`src/rtl/div_row_normalizer_if.sv`:
```
// Bundle of every handshake and data signal between the row normalizer,
// its upstream producer, its downstream consumer and the integer divider.
// The master modport is the normalizer's own view; slave is the environment.
interface div_row_normalizer_if #(
   parameter int VEC_LEN = 16,
   parameter int DIV_W   = 18,
   parameter int QUOT_W  = 8
);

   // Upstream row handshake
   logic                      vld_in;
   logic                      rdy_out;
   logic [VEC_LEN*DIV_W-1:0]  num_vec_in;
   logic [DIV_W-1:0]          den_in;

   // Downstream normalized row handshake
   logic                      vld_out;
   logic                      rdy_in;
   logic [VEC_LEN*QUOT_W-1:0] quot_vec_out;

   // Divider request channel
   logic                      div_vld_out;
   logic                      div_rdy_in;
   logic [DIV_W-1:0]          div_num_out;
   logic [DIV_W-1:0]          div_den_out;

   // Divider response channel
   logic                      div_vld_in;
   logic                      div_rdy_out;
   logic [QUOT_W-1:0]         div_quot_in;

   modport master (
      input  vld_in,
      input  num_vec_in,
      input  den_in,
      output rdy_out,
      output vld_out,
      input  rdy_in,
      output quot_vec_out,
      output div_vld_out,
      input  div_rdy_in,
      output div_num_out,
      output div_den_out,
      input  div_vld_in,
      output div_rdy_out,
      input  div_quot_in
   );

   modport slave (
      output vld_in,
      output num_vec_in,
      output den_in,
      input  rdy_out,
      input  vld_out,
      output rdy_in,
      input  quot_vec_out,
      input  div_vld_out,
      output div_rdy_in,
      input  div_num_out,
      input  div_den_out,
      output div_vld_in,
      input  div_rdy_out,
      output div_quot_in
   );

endinterface

```
`src/rtl/div_row_normalizer.sv`:
```
// FlashAttention final-normalization sequencer.
// Latches one accumulated output row plus its row-sum denominator, streams
// each (numerator, denominator) pair through the shared integer divider,
// gathers the Q0.7 quotients back in lane order and presents the finished
// row downstream. A zero denominator skips the divider entirely and yields
// a sign-saturated row.
module div_row_normalizer #(
   parameter int VEC_LEN = 16,
   parameter int DIV_W   = 18,
   parameter int QUOT_W  = 8
) (
   input  logic                 clock,
   input  logic                 reset,
   div_row_normalizer_if.master bus
);

   localparam int CNT_W = $clog2(VEC_LEN + 1);
   localparam int IDX_W = $clog2(VEC_LEN);

   localparam logic [CNT_W-1:0]  LEN_C   = CNT_W'(VEC_LEN);
   localparam logic [CNT_W-1:0]  CNT_ONE = CNT_W'(1);
   localparam logic [QUOT_W-1:0] Q_MAX   = {1'b0, {(QUOT_W-1){1'b1}}};
   localparam logic [QUOT_W-1:0] Q_MIN   = {1'b1, {(QUOT_W-1){1'b0}}};

   typedef enum logic [1:0] {
      ST_IDLE,
      ST_SAT,
      ST_BUSY,
      ST_OUT
   } state_e;

   state_e            state_q,     state_d;
   logic [CNT_W-1:0]  issue_cnt_q, issue_cnt_d;
   logic [CNT_W-1:0]  recv_cnt_q,  recv_cnt_d;
   logic [DIV_W-1:0]  den_buf_q,   den_buf_d;
   logic [DIV_W-1:0]  num_buf_q  [VEC_LEN];
   logic [DIV_W-1:0]  num_buf_d  [VEC_LEN];
   logic [QUOT_W-1:0] quot_buf_q [VEC_LEN];
   logic [QUOT_W-1:0] quot_buf_d [VEC_LEN];

   logic              busy;
   logic              row_rdy;
   logic              row_accept;
   logic              issue_pending;
   logic              recv_pending;
   logic              issue_fire;
   logic              recv_fire;
   logic [IDX_W-1:0]  issue_idx;
   logic [IDX_W-1:0]  recv_idx;

   // Handshake qualifiers derived from the registered state and counters
   always_comb begin
      busy          = (state_q == ST_BUSY);
      row_rdy       = (state_q == ST_IDLE) & ~reset;
      row_accept    = bus.vld_in & row_rdy;
      issue_pending = busy & (issue_cnt_q < LEN_C);
      recv_pending  = busy & (recv_cnt_q < LEN_C);
      issue_fire    = issue_pending & bus.div_rdy_in;
      recv_fire     = recv_pending & bus.div_vld_in;
      issue_idx     = issue_cnt_q[IDX_W-1:0];
      recv_idx      = recv_cnt_q[IDX_W-1:0];
   end

   // Next-state, counter and buffer update for the row sequencer
   always_comb begin
      state_d     = state_q;
      issue_cnt_d = issue_cnt_q;
      recv_cnt_d  = recv_cnt_q;
      den_buf_d   = den_buf_q;
      num_buf_d   = num_buf_q;
      quot_buf_d  = quot_buf_q;

      case (state_q)
         ST_IDLE: begin
            if (row_accept) begin
               for (int i = 0; i < VEC_LEN; i++) begin
                  num_buf_d[i]  = bus.num_vec_in[i*DIV_W +: DIV_W];
                  quot_buf_d[i] = '0;
               end
               den_buf_d   = bus.den_in;
               issue_cnt_d = '0;
               recv_cnt_d  = '0;
               state_d     = (bus.den_in == '0) ? ST_SAT : ST_BUSY;
            end
         end

         ST_SAT: begin
            for (int i = 0; i < VEC_LEN; i++) begin
               quot_buf_d[i] = num_buf_q[i][DIV_W-1] ? Q_MIN : Q_MAX;
            end
            state_d = ST_OUT;
         end

         ST_BUSY: begin
            if (issue_fire) begin
               issue_cnt_d = issue_cnt_q + CNT_ONE;
            end
            if (recv_fire) begin
               quot_buf_d[recv_idx] = bus.div_quot_in;
               recv_cnt_d           = recv_cnt_q + CNT_ONE;
            end
            if (recv_cnt_q == LEN_C) begin
               state_d = ST_OUT;
            end
         end

         ST_OUT: begin
            if (bus.rdy_in) begin
               state_d = ST_IDLE;
            end
         end

         default: begin
            state_d = ST_IDLE;
         end
      endcase
   end

   // State, counters and row buffers; a reset drops any partial row
   always_ff @(posedge clock or posedge reset) begin
      if (reset) begin
         state_q     <= ST_IDLE;
         issue_cnt_q <= '0;
         recv_cnt_q  <= '0;
         den_buf_q   <= '0;
         for (int i = 0; i < VEC_LEN; i++) begin
            num_buf_q[i]  <= '0;
            quot_buf_q[i] <= '0;
         end
      end else begin
         state_q     <= state_d;
         issue_cnt_q <= issue_cnt_d;
         recv_cnt_q  <= recv_cnt_d;
         den_buf_q   <= den_buf_d;
         for (int i = 0; i < VEC_LEN; i++) begin
            num_buf_q[i]  <= num_buf_d[i];
            quot_buf_q[i] <= quot_buf_d[i];
         end
      end
   end

   // Output decode; all drives come straight from flops except the
   // upstream ready, which is also forced low while reset is held
   always_comb begin
      bus.rdy_out      = row_rdy;
      bus.vld_out      = (state_q == ST_OUT);
      bus.quot_vec_out = '0;
      for (int i = 0; i < VEC_LEN; i++) begin
         bus.quot_vec_out[i*QUOT_W +: QUOT_W] = quot_buf_q[i];
      end
      bus.div_vld_out  = issue_pending;
      bus.div_num_out  = issue_pending ? num_buf_q[issue_idx] : '0;
      bus.div_den_out  = busy ? den_buf_q : '0;
      bus.div_rdy_out  = recv_pending;
   end

endmodule
```
`src/flat_wrapper.sv`:
```
// flat-port wrapper written by rule: the top's interface ports become plain ports
module div_row_normalizer_flat 
#(
   parameter int VEC_LEN = 16,
   parameter int DIV_W   = 18,
   parameter int QUOT_W  = 8
)
  (clock, reset, bus_vld_in, bus_num_vec_in, bus_den_in, bus_rdy_out, bus_vld_out, bus_rdy_in, bus_quot_vec_out, bus_div_vld_out, bus_div_rdy_in, bus_div_num_out, bus_div_den_out, bus_div_vld_in, bus_div_rdy_out, bus_div_quot_in);
  div_row_normalizer_if #(.VEC_LEN(VEC_LEN), .DIV_W(DIV_W), .QUOT_W(QUOT_W)) bus_i ();
  input  logic clock;
  input  logic reset;
  input wire logic [$bits(bus_i.vld_in)-1:0] bus_vld_in;
  input wire logic [$bits(bus_i.num_vec_in)-1:0] bus_num_vec_in;
  input wire logic [$bits(bus_i.den_in)-1:0] bus_den_in;
  output wire logic [$bits(bus_i.rdy_out)-1:0] bus_rdy_out;
  output wire logic [$bits(bus_i.vld_out)-1:0] bus_vld_out;
  input wire logic [$bits(bus_i.rdy_in)-1:0] bus_rdy_in;
  output wire logic [$bits(bus_i.quot_vec_out)-1:0] bus_quot_vec_out;
  output wire logic [$bits(bus_i.div_vld_out)-1:0] bus_div_vld_out;
  input wire logic [$bits(bus_i.div_rdy_in)-1:0] bus_div_rdy_in;
  output wire logic [$bits(bus_i.div_num_out)-1:0] bus_div_num_out;
  output wire logic [$bits(bus_i.div_den_out)-1:0] bus_div_den_out;
  input wire logic [$bits(bus_i.div_vld_in)-1:0] bus_div_vld_in;
  output wire logic [$bits(bus_i.div_rdy_out)-1:0] bus_div_rdy_out;
  input wire logic [$bits(bus_i.div_quot_in)-1:0] bus_div_quot_in;
  assign bus_i.vld_in = bus_vld_in;
  assign bus_i.num_vec_in = bus_num_vec_in;
  assign bus_i.den_in = bus_den_in;
  assign bus_rdy_out = bus_i.rdy_out;
  assign bus_vld_out = bus_i.vld_out;
  assign bus_i.rdy_in = bus_rdy_in;
  assign bus_quot_vec_out = bus_i.quot_vec_out;
  assign bus_div_vld_out = bus_i.div_vld_out;
  assign bus_i.div_rdy_in = bus_div_rdy_in;
  assign bus_div_num_out = bus_i.div_num_out;
  assign bus_div_den_out = bus_i.div_den_out;
  assign bus_i.div_vld_in = bus_div_vld_in;
  assign bus_div_rdy_out = bus_i.div_rdy_out;
  assign bus_i.div_quot_in = bus_div_quot_in;
  div_row_normalizer #(.VEC_LEN(VEC_LEN), .DIV_W(DIV_W), .QUOT_W(QUOT_W)) u_core (.clock(clock), .reset(reset), .bus(bus_i));
endmodule
```
`config.mk`:
```
export PLATFORM = sky130hd
export DESIGN_NAME = div_row_normalizer_flat
export DESIGN_NICKNAME = d
export VERILOG_FILES = /design/src/rtl/div_row_normalizer_if.sv /design/src/rtl/div_row_normalizer.sv /design/src/flat_wrapper.sv
export SDC_FILE = /design/constraint.sdc
export NUM_CORES = 1
export LEC_CHECK = 0
export BUFFER_PORTS_ARGS = -buffer_cell sky130_fd_sc_hd__clkbuf_2
export CELL_PAD_IN_SITES_DETAIL_PLACEMENT = 1
export CELL_PAD_IN_SITES_GLOBAL_PLACEMENT = 1
export CORE_MARGIN = 10
export CORE_UTILIZATION = 40
export DETAILED_ROUTE_END_ITERATION = 10
export PLACE_DENSITY_LB_ADDON = 0.1
export SYNTH_ARGS = -nofsm -noshare
export SYNTH_HDL_FRONTEND = slang
export SYNTH_SLANG_ARGS = --single-unit
```
`constraint.sdc`:
```
create_clock -name clock -period 14.2 [get_ports clock]
set_input_delay 2.84 -clock clock [delete_from_list [all_inputs] [get_ports clock]]
set_output_delay 2.84 -clock clock [all_outputs]
set_load 0.02 [all_outputs]
```
==> results.sh <==
export IMPL_p_per_area_nw_per_um2=243
export IMPL_hpwlAfterDp_um=54300
export IMPL_syn_inst=1657
export IMPL_cp_depth=6
export IMPL_io_pins=488
export IMPL_drc=0
export IMPL_synth_async_reset_ratio_pct=100
export IMPL_avgViaCountPerCell=5.56
export IMPL_max_freq_mhz=152
export IMPL_antenna_left=0
export IMPL_yosysSeqAreaShare_pct=51.0
export IMPL_placed_area_um2=24600
export IMPL_status="complete, no violations"
export IMPL_grt_pass1_wl_um=113000
export IMPL_grt_ovfl_total=0
export IMPL_rr_worst_depth=7
export IMPL_grt_max_degree=156
export IMPL_final_common_cell="clkbuf_2"
export IMPL_htreeDepth=2
export IMPL_period_share_pct=46.3
export IMPL_die_area_um2=64400
export IMPL_max_stage_delay_ps=880
export IMPL_fin_ws_ps=7630
export IMPL_synth_nets=1990
export IMPL_slew_headroom_pct=17.9
export IMPL_drv_slew=0
export IMPL_post_cts_buffers=0
export IMPL_grt_pass1_vias=17167
export IMPL_cts_buffer_depth=3
export IMPL_place_congestion=0.819
export IMPL_worstPathArrival_ps=3730
export IMPL_fp_dieH_um=254
export IMPL_r2r_slack_ps=10100
export IMPL_io_buffer_count=487
export IMPL_routed_wl_um=75900
export IMPL_finalHoldViolCount=0
export IMPL_cp_required_ps=11360
export IMPL_pre_cts_ws_ps=7850
export IMPL_rsz0062_at_grt="no"
export IMPL_die_w_um=254
export IMPL_cts_resized=0
export IMPL_r2r_start="u_core.state_q[0]"
export IMPL_path_max_fanout=42
export IMPL_cp_num_buf_inv=2
export IMPL_synth_edf_count=0
export IMPL_skew_ps=14.6
export IMPL_fin_setup_tns_ps=0
export IMPL_drive_gt1_share_pct=50.3
export IMPL_first_pass_iters=4
export IMPL_final_cell_mix="clkbuf_2 (487), dfrtp_1 (443), mux2_2 (435)"
export IMPL_num_fill_cells=5626
export IMPL_synth_cell_area_um2=21900
export IMPL_synth_cell_types=46
export IMPL_vdd_drop_max_v=0.000157
export IMPL_syn2layout_area_growth_pct=20.5
export IMPL_critPathSlowestCell="nor2b_2"
export IMPL_start_kind="register"
export IMPL_design_area_um2=26400
export IMPL_startpoint="u_core.issue_cnt_q[1]"
export IMPL_yosysWarnings=0
export IMPL_rows=85
export IMPL_clk_pin_slew_ps=60
export IMPL_vias=15722
export IMPL_crit_family="simple AND/OR/NAND/NOR gates"
export IMPL_gr_usage_all_layers_pct=23.1
export IMPL_leakagePower_nw=12.2
export IMPL_drv_cap=0
export IMPL_tightest_slew_ps=1230
export IMPL_synth_seq_cells=446
export IMPL_setup_violations=0
export IMPL_cts_sinks=446
export IMPL_crit_path_end="bus_div_num_out[2]"
export IMPL_r2r_end="u_core.num_buf_q[206]"
export IMPL_cts_hold_buf=0
export IMPL_cts_buffers=51
export IMPL_period_minus_slack_ps=6570
export IMPL_syn_area_per_cell_um2=13.2
export IMPL_core_um2=54000
export IMPL_antenna_found_initial=7
export IMPL_hold_class="reg -> reg"
export IMPL_cp_end_kind="output pin"
export IMPL_nets=2417
export IMPL_drtIter0Drc=1004
export IMPL_clock_latency_ps=590
export IMPL_worstSetupPathType="reg -> out"
export IMPL_cts_tree="done"
export IMPL_path_cells="buf_4 -> nor2b_2 -> a22oi_1 -> nand2_1 -> o21ai_0 -> clkbuf_2"
export IMPL_ys_flop_type="dfrtp_1"
export IMPL_initial_core_util_pct=40.5
export IMPL_wl_per_cell_um=26.9
export IMPL_ctsRootBufferMaster="clkbuf_16"
-- where the power goes --
part	total [mW]	internal (mW)	switching [mW]
clock network	1.36	0.814	0.549
registers	2.30	1.84	0.460
logic	2.73	1.17	1.56
total	6.39	3.82	2.57
-- layer usage --
metal	share of wire [%]	vias to the layer above	track usage, %
li1	-	7038	-
met1	45	8171	31.6
met2	47	425	36.1
met3	5.7	84	5.05
met4	2.2	4	7.01
met5	0.033	-	0
-- sequential cells by signal (all words and copies together), names as in the netlist --
name	count
u_core.issue_cnt_q	5
u_core.num_buf_q	288
u_core.den_buf_q	18
u_core.state_q	2
u_core.bus.quot_vec_out	128
u_core.recv_cnt_q	5
-- worst min path at each step --
stage,startpoint,end,slack [ps],depth (start not counted)
finish,u_core.num_buf_q[47],u_core.num_buf_q[47],500,1
global route,u_core.num_buf_q[18],u_core.num_buf_q[18],510,1
CTS,u_core.num_buf_q[47],u_core.num_buf_q[47],500,1
detailed placement,u_core.den_buf_q[0],u_core.den_buf_q[0],490,1
global placement,u_core.den_buf_q[8],u_core.den_buf_q[8],480,1
floorplan,u_core.den_buf_q[0],u_core.den_buf_q[0],470,1
-- cell families after synthesis --
group | share of synthesized area [%]
flip-flops | 51.0
multiplexers | 29.2
buffers and inverters | 3.59
AND/OR/NAND/NOR | 4.28
adder cells (fa/ha/maj) | 0.744
AO/OA/AOI/OAI | 11.1
-- Yosys cell counts, types with 2 or more instances --
cell	n	area, um2
mux2i_1	109	1090
o2bb2ai_1	128	1120
buf_1	12	45.0
nand2_1	25	93.8
mux2_2	435	4900
nand4_1	3	18.8
nor3b_2	3	37.5
nand3_2	4	40.0
buf_2	41	205
buf_4	22	165
o22ai_1	2	12.5
nand3_1	23	115
ha_1	13	163
a22oi_1	71	533
o21ai_0	22	110
dfrtp_1	446	11200
nor4_1	3	18.8
nand3b_2	8	90.1
nand2b_1	23	144
buf_6	17	191
mux4_2	18	405
clkbuf_1	35	131
a21oi_1	116	581
nor2_1	4	15.0
a31o_2	2	17.5
nand3b_1	2	15.0
and2_1	21	131
inv_1	11	41.3
nor2b_1	21	131
-- worst register-to-register path: cells and delay by family (launching register included) --
family / cells / cell delay, ps
buffers and inverters: 3 / 1810
AND/OR/NAND/NOR: 2 / 900
multiplexers: 1 / 480
flip-flops: 1 / 420
adder cells (fa/ha/maj): 1 / 370
-- cell type report --
type | count | area (um2) | area share (%)
sequential | 446 | 11200 | 42.4
multi-input combinational | 1072 | 9970 | 37.8
timing repair buffer | 502 | 2560 | 9.72
clock buffer | 79 | 1530 | 5.81
tap | 696 | 871 | 3.30
clock inverter | 15 | 195 | 0.740
inverter | 11 | 45.0 | 0.171
antenna | 5 | 12.5 | 0.0475
-- through the flow --
step                hold slack [ps]  total power [mW]  std cells  utilization, %
floorplan                       471              4.13       1657               -
global placement                480              4.97       2727            45.6
detailed placement              489              5.07       2727            45.6
CTS                             503              6.46       2821            48.8
global route                    511              6.79       2826            48.8
finish                          500              6.39       2826            48.8
Note: power is estimated with default switching activity, not from simulation.
